File: src/rtl/div_unit_if.sv
// Handshake bundle between the EX stage and the iterative divider.
// The EX stage drives the request side; the divider answers with result/ready.
interface div_unit_if #(
    parameter int DATA_W = 32
);
    logic                  signed_div_i;
    logic [DATA_W-1:0]     opdata1_i;
    logic [DATA_W-1:0]     opdata2_i;
    logic                  start_i;
    logic                  annul_i;
    logic [2*DATA_W-1:0]   result_o;
    logic                  ready_o;

    modport master (
        output signed_div_i, opdata1_i, opdata2_i, start_i, annul_i,
        input  result_o, ready_o
    );

    modport slave (
        input  signed_div_i, opdata1_i, opdata2_i, start_i, annul_i,
        output result_o, ready_o
    );
endinterface

File: src/rtl/div_unit.sv
// Multi-cycle restoring divider for DIV/DIVU.
// Result is {remainder, quotient}; fixed latency of DATA_W+1 cycles.
module div_unit #(
    parameter int DATA_W = 32
) (
    input logic      clk,
    input logic      rst,
    div_unit_if.slave bus
);
    localparam int CNT_W = $clog2(DATA_W + 1);
    localparam int WRK_W = 2 * DATA_W + 1;

    typedef enum logic [1:0] {
        FREE,
        BYZERO,
        ON,
        END
    } state_t;

    state_t                state_q, state_d;
    logic [WRK_W-1:0]      work_q, work_d;
    logic [DATA_W-1:0]     divisor_q, divisor_d;
    logic [CNT_W-1:0]      cnt_q, cnt_d;
    logic                  neg_quo_q, neg_quo_d;
    logic                  neg_rem_q, neg_rem_d;
    logic [2*DATA_W-1:0]   result_q, result_d;
    logic                  ready_q, ready_d;

    logic                  sign_a;
    logic                  sign_b;
    logic [DATA_W-1:0]     mag_a;
    logic [DATA_W-1:0]     mag_b;
    logic [DATA_W+1:0]     part;
    logic [DATA_W:0]       diff;
    logic                  fits;
    logic [DATA_W-1:0]     quo;
    logic [DATA_W-1:0]     rem;

    assign bus.result_o = result_q;
    assign bus.ready_o  = ready_q;

    // Operand magnitudes and a single restoring step on the working register.
    always_comb begin
        sign_a = bus.signed_div_i & bus.opdata1_i[DATA_W-1];
        sign_b = bus.signed_div_i & bus.opdata2_i[DATA_W-1];
        mag_a  = sign_a ? (~bus.opdata1_i + 1'b1) : bus.opdata1_i;
        mag_b  = sign_b ? (~bus.opdata2_i + 1'b1) : bus.opdata2_i;
        // Partial remainder shifted left with the next dividend bit appended.
        part   = work_q[WRK_W-1:DATA_W-1];
        diff   = part[DATA_W:0] - {1'b0, divisor_q};
        fits   = part >= {2'b00, divisor_q};
        quo    = neg_quo_q ? (~work_q[DATA_W-1:0] + 1'b1)
                           : work_q[DATA_W-1:0];
        rem    = neg_rem_q ? (~work_q[2*DATA_W-1:DATA_W] + 1'b1)
                           : work_q[2*DATA_W-1:DATA_W];
    end

    // Next-state and next-output logic for the divider FSM.
    always_comb begin
        state_d   = state_q;
        work_d    = work_q;
        divisor_d = divisor_q;
        cnt_d     = cnt_q;
        neg_quo_d = neg_quo_q;
        neg_rem_d = neg_rem_q;
        result_d  = result_q;
        ready_d   = ready_q;
        unique case (state_q)
            FREE: begin
                if (bus.start_i && !bus.annul_i) begin
                    work_d    = {{(DATA_W+1){1'b0}}, mag_a};
                    divisor_d = mag_b;
                    neg_quo_d = sign_a ^ sign_b;
                    neg_rem_d = sign_a;
                    cnt_d     = '0;
                    if (bus.opdata2_i == '0) begin
                        state_d = BYZERO;
                    end else begin
                        state_d = ON;
                    end
                end
            end
            BYZERO: begin
                // One settling cycle keeps divide-by-zero on a T+2 answer.
                if (bus.annul_i) begin
                    state_d = FREE;
                    cnt_d   = '0;
                end else if (cnt_q == '0) begin
                    cnt_d = CNT_W'(1);
                end else begin
                    result_d = '0;
                    ready_d  = 1'b1;
                    state_d  = END;
                end
            end
            ON: begin
                if (bus.annul_i) begin
                    state_d  = FREE;
                    work_d   = '0;
                    cnt_d    = '0;
                    result_d = '0;
                    ready_d  = 1'b0;
                end else if (cnt_q != CNT_W'(DATA_W)) begin
                    if (fits) begin
                        work_d = {diff, work_q[DATA_W-2:0], 1'b1};
                    end else begin
                        work_d = {part[DATA_W:0], work_q[DATA_W-2:0], 1'b0};
                    end
                    cnt_d = cnt_q + 1'b1;
                end else begin
                    result_d = {rem, quo};
                    ready_d  = 1'b1;
                    state_d  = END;
                end
            end
            END: begin
                if (!bus.start_i) begin
                    state_d  = FREE;
                    result_d = '0;
                    ready_d  = 1'b0;
                end
            end
            default: begin
                state_d = FREE;
            end
        endcase
    end

    // State, datapath and output registers with synchronous reset.
    always_ff @(posedge clk) begin
        if (rst) begin
            state_q   <= FREE;
            work_q    <= '0;
            divisor_q <= '0;
            cnt_q     <= '0;
            neg_quo_q <= 1'b0;
            neg_rem_q <= 1'b0;
            result_q  <= '0;
            ready_q   <= 1'b0;
        end else begin
            state_q   <= state_d;
            work_q    <= work_d;
            divisor_q <= divisor_d;
            cnt_q     <= cnt_d;
            neg_quo_q <= neg_quo_d;
            neg_rem_q <= neg_rem_d;
            result_q  <= result_d;
            ready_q   <= ready_d;
        end
    end
endmodule

File: src/flat_wrapper.sv
// flat-port wrapper written by rule: the top's interface ports become plain ports
module div_unit_flat 
#(
    parameter int DATA_W = 32
)
  (clk, rst, bus_signed_div_i, bus_opdata1_i, bus_opdata2_i, bus_start_i, bus_annul_i, bus_result_o, bus_ready_o);
  div_unit_if #(.DATA_W(DATA_W)) bus_i ();
  input logic clk;
  input logic rst;
  input wire logic [$bits(bus_i.signed_div_i)-1:0] bus_signed_div_i;
  input wire logic [$bits(bus_i.opdata1_i)-1:0] bus_opdata1_i;
  input wire logic [$bits(bus_i.opdata2_i)-1:0] bus_opdata2_i;
  input wire logic [$bits(bus_i.start_i)-1:0] bus_start_i;
  input wire logic [$bits(bus_i.annul_i)-1:0] bus_annul_i;
  output wire logic [$bits(bus_i.result_o)-1:0] bus_result_o;
  output wire logic [$bits(bus_i.ready_o)-1:0] bus_ready_o;
  assign bus_i.signed_div_i = bus_signed_div_i;
  assign bus_i.opdata1_i = bus_opdata1_i;
  assign bus_i.opdata2_i = bus_opdata2_i;
  assign bus_i.start_i = bus_start_i;
  assign bus_i.annul_i = bus_annul_i;
  assign bus_result_o = bus_i.result_o;
  assign bus_ready_o = bus_i.ready_o;
  div_unit #(.DATA_W(DATA_W)) u_core (.clk(clk), .rst(rst), .bus(bus_i));
endmodule
File: config.mk
export PLATFORM = sky130hd
export DESIGN_NAME = div_unit_flat
export DESIGN_NICKNAME = d
export VERILOG_FILES = /design/src/rtl/div_unit_if.sv /design/src/rtl/div_unit.sv /design/src/flat_wrapper.sv
export SDC_FILE = /design/constraint.sdc
export NUM_CORES = 1
export LEC_CHECK = 0
export ABC_AREA = 1
export CORE_MARGIN = 10
export CORE_UTILIZATION = 65
export CTS_BUF_LIST = sky130_fd_sc_hd__clkbuf_4 sky130_fd_sc_hd__clkbuf_8
export CTS_CLUSTER_SIZE = 16
export DETAILED_ROUTE_END_ITERATION = 10
export DONT_BUFFER_PORTS = 1
export PLACE_DENSITY = 0.81
export SLEW_MARGIN = 25
export SYNTH_ARGS = -nofsm -noshare
export SYNTH_HDL_FRONTEND = slang
export SYNTH_SLANG_ARGS = --single-unit
export TNS_END_PERCENT = 10
File: constraint.sdc
create_clock -name clk -period 6.01 [get_ports clk]
set_clock_uncertainty 0.1 [all_clocks]
set_input_delay 0.9015 -clock clk [delete_from_list [all_inputs] [get_ports clk]]
set_output_delay 0.9015 -clock clk [all_outputs]
set_load 0.02 [all_outputs]
==> impl_metrics.toml <==
[outcome]
status = "completed"

[detailed_routing]
routedWlPerCell_um = 16.8
routed_via_density = 5.76
drt_iter0_drc = 1396
wl_mm = 40.4
post-route-drc-count = 0
vias = 13900
antenna_left = 0
firstDrtPassIters = 5

[setup_path]
reg2reg_depth = 9
worst_ep_arrival_time_ps = 3680
crit_type = "reg -> reg"
worstPathRequired_ps = 6250
worst_setup_path_end_kind = "register"
cp_max_fo = 56
cp-start-kind = "register"

[layout]
most-common-layout-cells = "nand2_1, inv_1, nor2_1, a21oi_1, nand3_1"
final-seq-area_sq_um = 3440
drive_gt1_frac = 0.0430
nNetsFinal = 2241
layout.cells.most_common = "nand2_1"
diodes = 0
syn2layout_area_growth_pct = 2.67
nFillCells = 1919
multiInputGateArea_sq_um = 7940

[placed_design]
io_buffers = 0
place_ws_ps = 2460
gp_congestion = 1.01
place.detailed.hpwl_mm = 31.5

[timing]
fmax_mhz = 291
final_max_slew_viol_count = 0
slew_headroom = 0.310
rsz0062_at_grt = "no"
layout_setup_ws_ps = 2570
hold_viol = 0
setup_violations = 0
fin_crit_ps = 3440
fin_crit_sh = 0.572
finalSetupTns_ps = 0
tightest_slew_ps = 1030

[clock_tree]
clk_path_buf_depth = 2
cts_resized = 0
cts_setup_buffers = 0
cts_made_buffers = 17
cts.sinks = 172
htreeDepth = 4
clock_latency_ps = 490
cts.hold.buffers_added = 0
cts_tree = "done"
cts.clk_slew.worst_paths_ps = 110
clockRootBuffer = "clkbuf_8"

[power_and_ir_drop]
vdd_drop_max_mv = 0.199
pwr-share-comb = 0.290
pwr-share-clk = 0.280
p_per_area_nw_per_um2 = 219
netSwitchingPower_w = 0.00116
seqPwrFrac = 0.430
switching_share = 0.397
p_int_w = 0.00176
power.leakage_nw = 6.36

[logic_synthesis]
synth_fp_nets = 2295
synthCells = 2183
synth.yosys.warnings = 0
netlist_area_sq_um = 13000
seq_area_frac_synth = 0.265
synth-seq-cells = 172
syn_avg_cell_area_sq_um = 5.95
yosys.cell_types.count = 53

[run]
max-cap-violations = 0

[worst_hold_path]
min_path_type = "in -> reg"
min_path_cells = 1

[global_route]
grt.met2_usage = 0.474
gr-usage-met3 = 0.0671
grt_pass1_wl_mm = 64.5
grt_max_degree = 132
antenna_found_initial = 0
met1_usage = 0.387
grt_pass1_vias = 12500
busiest_layer = "met2"
overflow = 0
track_usage = 0.299

[die]
io_pins = 134
die_x_um = 161
die_area_sq_um = 26000
start_util = 0.665
fp.coreArea_sq_um = 19500
rows = 51
die_h_um = 161
## per-stage QoR
stage | instance area, sq um | std cells | hold WS [ps] | power (W) | utilization
floorplan | 13000 | 2183 | 340 | 0.00193 | -
CTS | 13300 | 2407 | 370 | 0.00289 | 0.682
global route | 13300 | 2407 | 374 | 0.00307 | 0.683
global placement | 12900 | 2375 | 347 | 0.00208 | 0.663
detailed placement | 12900 | 2375 | 362 | 0.00210 | 0.663
finish | 13300 | 2407 | 378 | 0.00292 | 0.683
## layout make-up
cell class,count,share of cell area
inverters,325,0.0917
clock buffers,17,0.0176
flip-flops and latches,172,0.258
repair buffers,2,0.00113
multi-input cells,1611,0.595
clock inverters,15,0.0110
well taps,265,0.0249
## worst max-delay path, cell delays in order (launching register included)
cell and delay [ps]:
dfxtp_1 350, inv_1 90, ha_1 280, nand3_1 640, o21ai_1 370, inv_1 120, nor2_4 400, inv_2 500
nor3_1 370, a211oi_2 50
## synth_stat cells (all sizes together)
library cell | number | area share
nand2 | 658 | 0.19
inv | 322 | 0.093
nor2 | 209 | 0.063
a21oi | 202 | 0.082
nand3 | 191 | 0.075
dfxtp | 172 | 0.27
o21ai | 97 | 0.038
xor2 | 48 | 0.032
clkbuf | 45 | 0.013
ha | 42 | 0.040
buf | 30 | 0.017
nand4 | 24 | 0.012
nor3 | 24 | 0.0096
a31oi | 19 | 0.0092
xnor2 | 17 | 0.011
nand3b | 11 | 0.0064
o211ai | 10 | 0.0058
o22ai | 10 | 0.0048
and2 | 9 | 0.0043
or2 | 8 | 0.0039
nor4 | 7 | 0.0034
o31ai | 6 | 0.0035
a211oi | 3 | 0.0021
clkinv | 3 | 0.00096
o21a | 3 | 0.0017
o221ai | 3 | 0.0020
a21o | 2 | 0.0012
a22oi | 2 | 0.0012
nor3b | 2 | 0.0015
and3 | 1 | 0.00048
fa | 1 | 0.0015
o21bai | 1 | 0.00058
or3 | 1 | 0.00048
## cells by family (layout without fill, tap and decap cells)
logic type / after synthesis / in the layout / synth area share
flops: 172 / 172 / 0.265
xor+xnor: 65 / 65 / 0.0438
compound gates: 358 / 358 / 0.151
simple gates: 1145 / 1145 / 0.374
buf+inv: 400 / 359 / 0.124
fa+ha+maj: 43 / 43 / 0.0420
## final timing paths
check	start	end	slack, ps
setup / recovery	u_core.state_q[0]	u_core.work_q[1]	2570
hold / removal	rst	u_core.state_q[0]	380
setup reg to reg	u_core.state_q[0]	u_core.work_q[1]	2570
hold reg to reg	u_core.work_q[64]	u_core.work_q[64]	390
## metal layers
layer	up-vias	share of wire
li1	6873	-
met1	6253	0.42
met2	634	0.45
met3	93	0.095
met4	0	0.037
met5	-	0
## registers in the layout, indices dropped and copies added (netlist names)
name / cells
u_core.bus.ready_o: 1
u_core.bus.result_o: 64
u_core.cnt_q: 6
u_core.divisor_q: 32
u_core.neg_quo_q: 1
u_core.neg_rem_q: 1
u_core.state_q: 2
u_core.work_q: 65
## power by group through the flow
stage | sequential, W | clock [W] | combinational, W
final | 0.00125 | 0.000815 | 0.000846
after global routing | 0.00126 | 0.000862 | 0.000945
after CTS | 0.00125 | 0.000817 | 0.000823
after detailed placement | 0.00128 | 0 | 0.000819
after global placement | 0.00128 | 0 | 0.000808
after floorplan | 0.00126 | 0 | 0.000667
Note: power is estimated with default switching activity, not from simulation.
